## src/rtl/usb_fs_tx.sv

```systemverilog
// Full-speed USB serial transmitter: SYNC, NRZI with bit stuffing, EOP.
// Drives the FS line pair and driver enable from a valid/ready byte stream.
module usb_fs_tx #(
  parameter int unsigned CLK_DIV = 5
) (
  input  logic       clk_60m_usb,
  input  logic       rst,
  input  logic       tx_valid,
  input  logic [7:0] tx_data,
  output logic       tx_ready,
  output logic       tx_busy,
  output logic       tx_enable,
  output logic       dp_bit_fs_phy,
  output logic       dm_bit_fs_phy
);

  localparam int unsigned CW = (CLK_DIV > 2) ? $clog2(CLK_DIV) : 1;

  localparam logic [2:0] IDLE    = 3'd0;
  localparam logic [2:0] SYNC    = 3'd1;
  localparam logic [2:0] DATA    = 3'd2;
  localparam logic [2:0] EOP_SE0 = 3'd3;
  localparam logic [2:0] EOP_J   = 3'd4;

  logic [2:0]    state_q, state_d;
  logic [CW-1:0] cnt_q, cnt_d;
  logic [2:0]    idx_q, idx_d;
  logic [2:0]    ones_q, ones_d;
  logic [7:0]    shreg_q, shreg_d;
  logic          dp_d, dm_d, en_d, busy_d, ready_d;
  logic          bit_tick, fetch_due, do_fetch, send_en, send_bit;

  assign bit_tick  = (cnt_q == CW'(CLK_DIV - 1));
  // The current bit is the last one before a byte fetch (no stuff bit still owed)
  assign fetch_due = ((state_q == SYNC) && (idx_q == 3'd7)) ||
                     ((state_q == DATA) && (idx_q == 3'd7) && (ones_q != 3'd6));

  // Next-state and next-output logic
  always_comb begin
    state_d  = state_q;
    cnt_d    = cnt_q;
    idx_d    = idx_q;
    ones_d   = ones_q;
    shreg_d  = shreg_q;
    dp_d     = dp_bit_fs_phy;
    dm_d     = dm_bit_fs_phy;
    en_d     = tx_enable;
    busy_d   = tx_busy;
    ready_d  = fetch_due && tx_valid && (cnt_q == CW'(CLK_DIV - 2));
    do_fetch = 1'b0;
    send_en  = 1'b0;
    send_bit = 1'b0;

    if (state_q != IDLE) cnt_d = bit_tick ? '0 : CW'(cnt_q + 1'b1);

    case (state_q)
      IDLE: begin
        if (tx_valid) begin
          state_d = SYNC;
          en_d    = 1'b1;
          busy_d  = 1'b1;
          cnt_d   = '0;
          idx_d   = 3'd0;
          ones_d  = 3'd0;
          send_en = 1'b1;
        end
      end
      SYNC: begin
        if (bit_tick) begin
          if (idx_q == 3'd7) begin
            do_fetch = 1'b1;
          end else begin
            idx_d    = 3'(idx_q + 3'd1);
            send_en  = 1'b1;
            send_bit = (idx_q == 3'd6);
          end
        end
      end
      DATA: begin
        if (bit_tick) begin
          if (ones_q == 3'd6) begin
            send_en = 1'b1;
          end else if (idx_q == 3'd7) begin
            do_fetch = 1'b1;
          end else begin
            idx_d    = 3'(idx_q + 3'd1);
            send_en  = 1'b1;
            send_bit = shreg_q[0];
            shreg_d  = {1'b0, shreg_q[7:1]};
          end
        end
      end
      EOP_SE0: begin
        if (bit_tick) begin
          if (idx_q == 3'd1) begin
            state_d = EOP_J;
            dp_d    = 1'b1;
            dm_d    = 1'b0;
          end else begin
            idx_d = 3'(idx_q + 3'd1);
          end
        end
      end
      EOP_J: begin
        if (bit_tick) begin
          state_d = IDLE;
          en_d    = 1'b0;
          busy_d  = 1'b0;
        end
      end
      default: state_d = IDLE;
    endcase

    // tx_ready was raised one cycle ahead, so it marks an accepted byte here
    if (do_fetch) begin
      idx_d = 3'd0;
      if (tx_ready) begin
        state_d  = DATA;
        send_en  = 1'b1;
        send_bit = tx_data[0];
        shreg_d  = {1'b0, tx_data[7:1]};
      end else begin
        state_d = EOP_SE0;
        dp_d    = 1'b0;
        dm_d    = 1'b0;
      end
    end

    // NRZI: a zero swaps J/K, a one holds the level
    if (send_en) begin
      if (!send_bit) begin
        dp_d = dm_bit_fs_phy;
        dm_d = dp_bit_fs_phy;
      end
      ones_d = send_bit ? 3'(ones_q + 3'd1) : 3'd0;
    end
  end

  always_ff @(posedge clk_60m_usb or posedge rst) begin
    if (rst) begin
      state_q       <= IDLE;
      cnt_q         <= '0;
      idx_q         <= 3'd0;
      ones_q        <= 3'd0;
      shreg_q       <= 8'd0;
      dp_bit_fs_phy <= 1'b1;
      dm_bit_fs_phy <= 1'b0;
      tx_enable     <= 1'b0;
      tx_busy       <= 1'b0;
      tx_ready      <= 1'b0;
    end else begin
      state_q       <= state_d;
      cnt_q         <= cnt_d;
      idx_q         <= idx_d;
      ones_q        <= ones_d;
      shreg_q       <= shreg_d;
      dp_bit_fs_phy <= dp_d;
      dm_bit_fs_phy <= dm_d;
      tx_enable     <= en_d;
      tx_busy       <= busy_d;
      tx_ready      <= ready_d;
    end
  end

endmodule
```

## config.mk

```make
export PLATFORM = sky130hd
export DESIGN_NAME = usb_fs_tx
export DESIGN_NICKNAME = d
export VERILOG_FILES = /design/src/rtl/usb_fs_tx.sv
export SDC_FILE = /design/constraint.sdc
export NUM_CORES = 1
export LEC_CHECK = 0
export ABC_CLOCK_PERIOD_IN_PS = 2300
export BUFFER_PORTS_ARGS = -buffer_cell sky130_fd_sc_hd__buf_2
export CAP_MARGIN = 20
export CORE_MARGIN = 2
export CORE_UTILIZATION = 52
export CTS_CLUSTER_DIAMETER = 200
export DETAILED_ROUTE_END_ITERATION = 10
export PLACE_DENSITY_LB_ADDON = 0.2
export SLEW_MARGIN = 30
export SYNTH_ARGS = -nofsm -noshare
export SYNTH_HDL_FRONTEND = slang
export SYNTH_SLANG_ARGS = --single-unit
```

## constraint.sdc

```tcl
create_clock -name clk_60m_usb -period 2.3 [get_ports clk_60m_usb]
set_input_delay 0.23 -clock clk_60m_usb [delete_from_list [all_inputs] [get_ports clk_60m_usb]]
set_output_delay 0.23 -clock clk_60m_usb [all_outputs]
set_load 0.1 [all_outputs]
```

==> flow_summary.yaml, run 1 <==
status:
  run_status: "finished clean"
yosys:
  synthesis.area_um2: 1440
  async_flop_share: 1.00
  yosysTopAreaCellShare: 0.399
  adder_cell_share_of_the_synthesized_area: 0.0780
  netlist_cell_types: 40
  synth.largest_area_cell: "dfrtp_1"
  synth-compound-area-share: 0.147
  ys_top_cells_by_area: "dfrtp_1 40%, ha_1 7.8%, mux2i_1 4.9%"
  yosys_warnings: 0
  synth-edff-count: 0
  synthXorXnorAreaFrac: 0.00607
  dominant_combinational_cell_family_by_area_after_synthesis: "simple AND/OR/NAND/NOR gates"
  syn_inst: 153
  yosys-mux-area-fraction: 0.0693
  ys_seq_area_frac: 0.417
  postSynthAreaPerCell_um2: 9.44
  synth_ff_type: "dfrtp_1"
  yosys_register_bits: 24
  synthSimpleGateAreaFrac: 0.222
  syn-num-nets: 173
sta:
  final_max_slew_viol_count: 0
  grt_setup_unrepaired: "no"
  clock-skew-final_ps: 1.90
  final.period_utilization: 0.920
  maxSlewHeadroom: 0.671
  setup_viol_count_final: 0
  timing.setup.tns_ps: 0
  achievable-frequency_ghz: 0.472
  finalWorstPathRequiredPeriod_ps: 2120
  finalHoldViolations: 0
  worst-slew-pin-transition_ps: 492
cts:
  clk_pin_slew_worst_setup_hold_paths_ps: 140
  cts_buffers: 3
  post_cts_setup_buffers: 0
  hold_buffers: 0
  cts_resized: 0
  clock_latency_ps: 320
  cts_tree: "yes"
  cts_root_buffer: "clkbuf_4"
  maximum_clock_insertion_buffer_count: 2
  htree_num_levels: 1
  cts_sinks: 24
floorplan:
  overall_die_area_um2: 3210
  core_footprint_um2: 2690
  start_util: 0.537
  die_w_um: 56.7
  fp.dieH_um: 56.7
  rows: 19
  num_ports: 16
power_and_ir_drop:
  report.power.total_mw: 1.53
  irDropWorstVdd_uv: 591
  power_per_cell_area_nw_per_um2: 937
  p_leak_nw: 0.800
finish:
  num-nets-final: 193
  syn_to_final_growth_pct: 12.9
  multi_input_area_um2: 754
  drive_gt1_frac: 0.209
  fillers: 232
  insertedDiodeCount: 0
  sequential_cell_area_um2: 602
place:
  gp_congestion: 0.847
  port_buffers: 15
  hpwl_mm: 2.00
global_route:
  antenna_found_initial: 0
  largest_net_degree_at_the_start_of_global_routing: 25
  grt_pass1_wl_mm: 4.52
  global_route.overflow_total: 0
  grt_pass1_vias: 1032
  global_route.usage.total: 0.179
worst_hold_path:
  hold_class: "input pin to flop"
  hold_path.startpoint: "tx_data[6]"
detailed_routing:
  viasPerCell: 5.58
  postRouteAntennaNets: 0
  detail_route.iter0.violations: 40
  vias: 1132
  detail_route.first_pass.iterations: 4
  totalWireLength_mm: 2.68
  wl_per_cell_um: 13.2
  drc: 0
setup_path:
  critical_path_class: "flop to flop"
  cp-end-kind: "flop"
  worst_ep_required_time_ps: 2520
  arrival_ps: 2340
  crit_start: "idx_q[0]"
  critical_path.startpoint_type: "flop"
  critical_path.reg2reg.startpoint: "idx_q[0]"
  critical_path.max_fanout: 5
flow_run:
  cap_violations: 0
[layer usage]
metal	vias to the layer above	GRT usage	wire length [um]	part of all wire
li1	575	-	-	-
met1	534	0.235	1250	0.47
met2	18	0.297	1320	0.49
met5	-	0	0	0
met3	5	0.0230	60	0.022
met4	0	0.0748	49	0.018
[synth_stat cells (2+ instances only)]
cell / instances
dfrtp_1: 23
nand2_1: 15
nor2_1: 13
a21oi_1: 10
inv_1: 10
o21ai_0: 10
ha_1: 9
mux2i_1: 7
clkbuf_1: 5
nand3b_1: 4
nand4b_1: 4
nor2b_1: 4
nor3_1: 4
a211oi_1: 2
and3_1: 2
buf_4: 2
mux2_4: 2
nand3_1: 2
nand4_1: 2
nor3b_1: 2
or3_1: 2
[critical path, stage by stage, from the launching register on]
cell and delay (ps):
dfrtp_1 450, ha_1 220, ha_1 190, or4b_4 560, a31oi_4 220, nor2_2 70, mux2_4 310
[final timing paths]
check | end | slack, ps | cells past startpoint
setup / recovery | dm_bit_fs_phy | 180 | 6
hold / removal | shreg_q[5] | 140 | 3
setup reg to reg | dm_bit_fs_phy | 180 | 6
hold reg to reg | shreg_q[7] | 540 | 1
max in group asynchronous | dp_bit_fs_phy | 1490 | 3
min in group asynchronous | ones_q[1] | 460 | 3
[area by class of cell]
type	instances	area share
inverters	10	0.0230
well taps	31	0.0238
clock buffers	3	0.0138
clock inverters	1	0.0184
flip-flops and latches	24	0.369
repair buffers	24	0.0890
multi-input cells	110	0.463
[report_power, final]
group / internal (mW) / switching [mW]
registers: 0.524 / 0.0755
clock network: 0.176 / 0.134
logic: 0.246 / 0.372
[sequential cells by signal, summed over array words and instances, names as in the netlist]
signal / count
shreg_q: 8
cnt_q: 3
tx_enable: 1
idx_q: 3
ones_q: 3
dm_bit_fs_phy: 1
state_q: 3
dp_bit_fs_phy: 1
tx_ready: 1
[metrics by stage]
stage,util,setup slack (ps),instance area (um2),hold WS (ps),std cells
finish,0.607,183,1630,143,203
global route,0.607,42.6,1630,140,203
CTS,0.603,178,1620,96.4,202
detailed placement,0.584,197,1570,465,198
global placement,0.584,222,1570,456,198
floorplan,-,110,1440,244,153
[logic make-up (layout without fill, tap and decap cells)]
family                     after synthesis  after routing
buffers and inverters                   19             38
AOI/OAI and AO/OA                       32             32
DFF                                     24             24
xor gates and xnor gates                 1              1
muxes                                    9              9
and+or+nand+nor                         59             59
adders and majority gates                9              9
[placed cells by master (no fill, tap or decap), types with 2 or more instances in the layout]
cell       n
a211oi_1   2
a21oi_1   10
and3_1     2
buf_2     15
buf_4      8
clkbuf_4   3
dfrtp_1   23
ha_1       9
inv_1      9
mux2_4     2
mux2i_1    7
nand2_1   15
nand3_1    2
nand3b_1   4
nand4_1    2
nand4b_1   4
nor2_1    13
nor2b_1    4
nor3_1     4
nor3b_1    2
o21ai_0   10
or3_1      2
Note: power is estimated with default switching activity, not from simulation.
==> inputs of run 2 (changes only) <==
Settings changed: ABC_CLOCK_PERIOD_IN_PS 2300 to 2100, CORE_UTILIZATION 52 to 57, HOLD_SLACK_MARGIN set to 0.15.
Clock period 2.3 ns to 2.1 ns, I/O delays scaled along.
==> run 2 against run 1 <==
Net effect: power rose by 11%; first-iteration DRC count fell by 23%; clock power fell by 22%; sequential share of layout area fell by 2.5 points; die area fell by 8.2%; register-to-register slack got worse by 120 ps; non-clock buffer count rose by 13.
==> flow_summary.yaml, run 2 (same netlist as run 1, synthesis figures left out) <==
status:
  run_status: "finished clean"
floorplan:
  fp.dieH_um: 54.3
  core_footprint_um2: 2430
  overall_die_area_um2: 2950
  start_util: 0.594
  rows: 18
  num_ports: 16
  die_w_um: 54.3
sta:
  achievable-frequency_ghz: 0.492
  postLayoutSetupSlackWorst_ps: 65.9
  timing.setup.tns_ps: 0
  worst-slew-pin-transition_ps: 484
  final_max_slew_viol_count: 0
  finalHoldViolations: 0
  final.period_utilization: 0.969
  clock-skew-final_ps: 2.45
  finalWorstPathRequiredPeriod_ps: 2030
  maxSlewHeadroom: 0.679
  holdWs_ps: 158
  grt_setup_unrepaired: "no"
  setup_viol_count_final: 0
power_and_ir_drop:
  power_per_cell_area_nw_per_um2: 966
  sw_frac_of_total: 0.395
  internal-power_mw: 1.02
  sequentialPowerShare: 0.391
  p_clk_frac: 0.144
  pwr-share-comb: 0.466
  p_leak_nw: 0.852
  irDropWorstVdd_uv: 708
  sw_power_mw: 0.668
detailed_routing:
  viasPerCell: 5.68
  totalWireLength_mm: 2.94
  vias: 1222
  drc: 0
  detail_route.iter0.violations: 31
  wl_per_cell_um: 13.7
  detail_route.first_pass.iterations: 4
  postRouteAntennaNets: 0
finish:
  largest_register_ff_count: 8
  fillers: 181
  insertedDiodeCount: 0
  syn_to_final_growth_pct: 21.1
  top_register: "shreg_q"
  mostFrequentLayoutCells: "23 x dfrtp_1, 15 x nand2_1, 15 x buf_2, 15 x buf_4, 13 x nor2_1"
  layout_commonest_cell: "dfrtp_1"
  num-nets-final: 206
  drive_gt1_frac: 0.254
setup_path:
  cp-end-kind: "flop"
  arrival_ps: 2250
  worst_ep_required_time_ps: 2310
  critical_path.max_fanout: 3
  critical_path_class: "flop to flop"
  critical_path.startpoint_type: "flop"
global_route:
  grt_pass1_wl_mm: 4.74
  grt_pass1_vias: 1092
  antenna_found_initial: 0
  global_route.overflow_total: 0
  global_route.usage.total: 0.225
  largest_net_degree_at_the_start_of_global_routing: 25
place:
  detailedPlace.worstSlack_ps: 73.9
  gp_congestion: 0.856
  port_buffers: 15
  hpwl_mm: 2.17
flow_run:
  cap_violations: 0
cts:
  htree_num_levels: 1
  cts_tree: "yes"
  clock_latency_ps: 310
  maximum_clock_insertion_buffer_count: 2
  cts_root_buffer: "clkbuf_4"
  cts_buffers: 3
  clk_pin_slew_worst_setup_hold_paths_ps: 130
  cts_sinks: 24
worst_hold_path:
  hold_class: "input pin to flop"
## run 2: cell types whose count changed in the layout (fill, tap and decap cells not counted), moves of 2 or more
| cell | delta |
|---|---|
| buf_4 | +7 |
| dlygate4sd3_1 | +6 |
| ha_1 | -2 |
| ha_2 | +2 |
| o21ai_0 | -3 |
| o21ai_1 | +3 |
## run 2: final timing paths
check	to	slack [ps]	cells after the start	start
max	dm_bit_fs_phy	70	5	state_q[2]
min	shreg_q[6]	160	3	tx_data[7]
max reg2reg	dm_bit_fs_phy	70	5	state_q[2]
min reg2reg	shreg_q[7]	540	1	shreg_q[7]
max in group asynchronous	dp_bit_fs_phy	1320	4	rst
min in group asynchronous	shreg_q[7]	490	4	rst
## run 2: layout make-up
class	instances	area, um2	area share
Sequential cell	24	602	0.344
Timing Repair Buffer	37	258	0.147
Clock buffer	4	36.3	0.0207
Multi-Input combinational cell	110	778	0.445
Tap cell	30	37.5	0.0215
Inverter	10	37.5	0.0215
## run 2: stage by stage
stage,cells,total power [mW],util,instance area (um2)
4_1_cts,212,1.64,0.702,1710
2_1_floorplan,153,1.20,-,1460
3_5_place_dp,201,1.39,0.658,1600
5_1_grt,215,1.82,0.719,1750
6_report,215,1.69,0.719,1750
3_3_place_gp,201,1.34,0.658,1600
## run 2: critical path, cell delays in order, from the launching register on
cell	delay (ps)
dfrtp_1	400
or3b_1	420
or4b_4	530
a31oi_4	230
nor2_4	70
mux2_4	290
## run 2: per-layer routing
layer / track usage / routed length (um)
met3: 0.0273 / 52
met4: 0.0833 / 15
met5: 0 / 0
met1: 0.271 / 1320
met2: 0.408 / 1540
## run 2: what timing repair did
action,in CTS,in global routing
hold buffers,7,0
setup buffers,0,3
resized for setup,0,7
endpoints found under the setup margin,0,5
endpoints found under the hold margin,29,0
## run 2: power groups by stage
stage	Combinational, mW	Sequential (mW)	Clock (mW)
6_report	0.787	0.660	0.243
5_1_grt	0.877	0.674	0.271
4_1_cts	0.725	0.663	0.250
3_5_place_dp	0.713	0.673	0
3_3_place_gp	0.677	0.664	0
2_1_floorplan	0.452	0.745	0
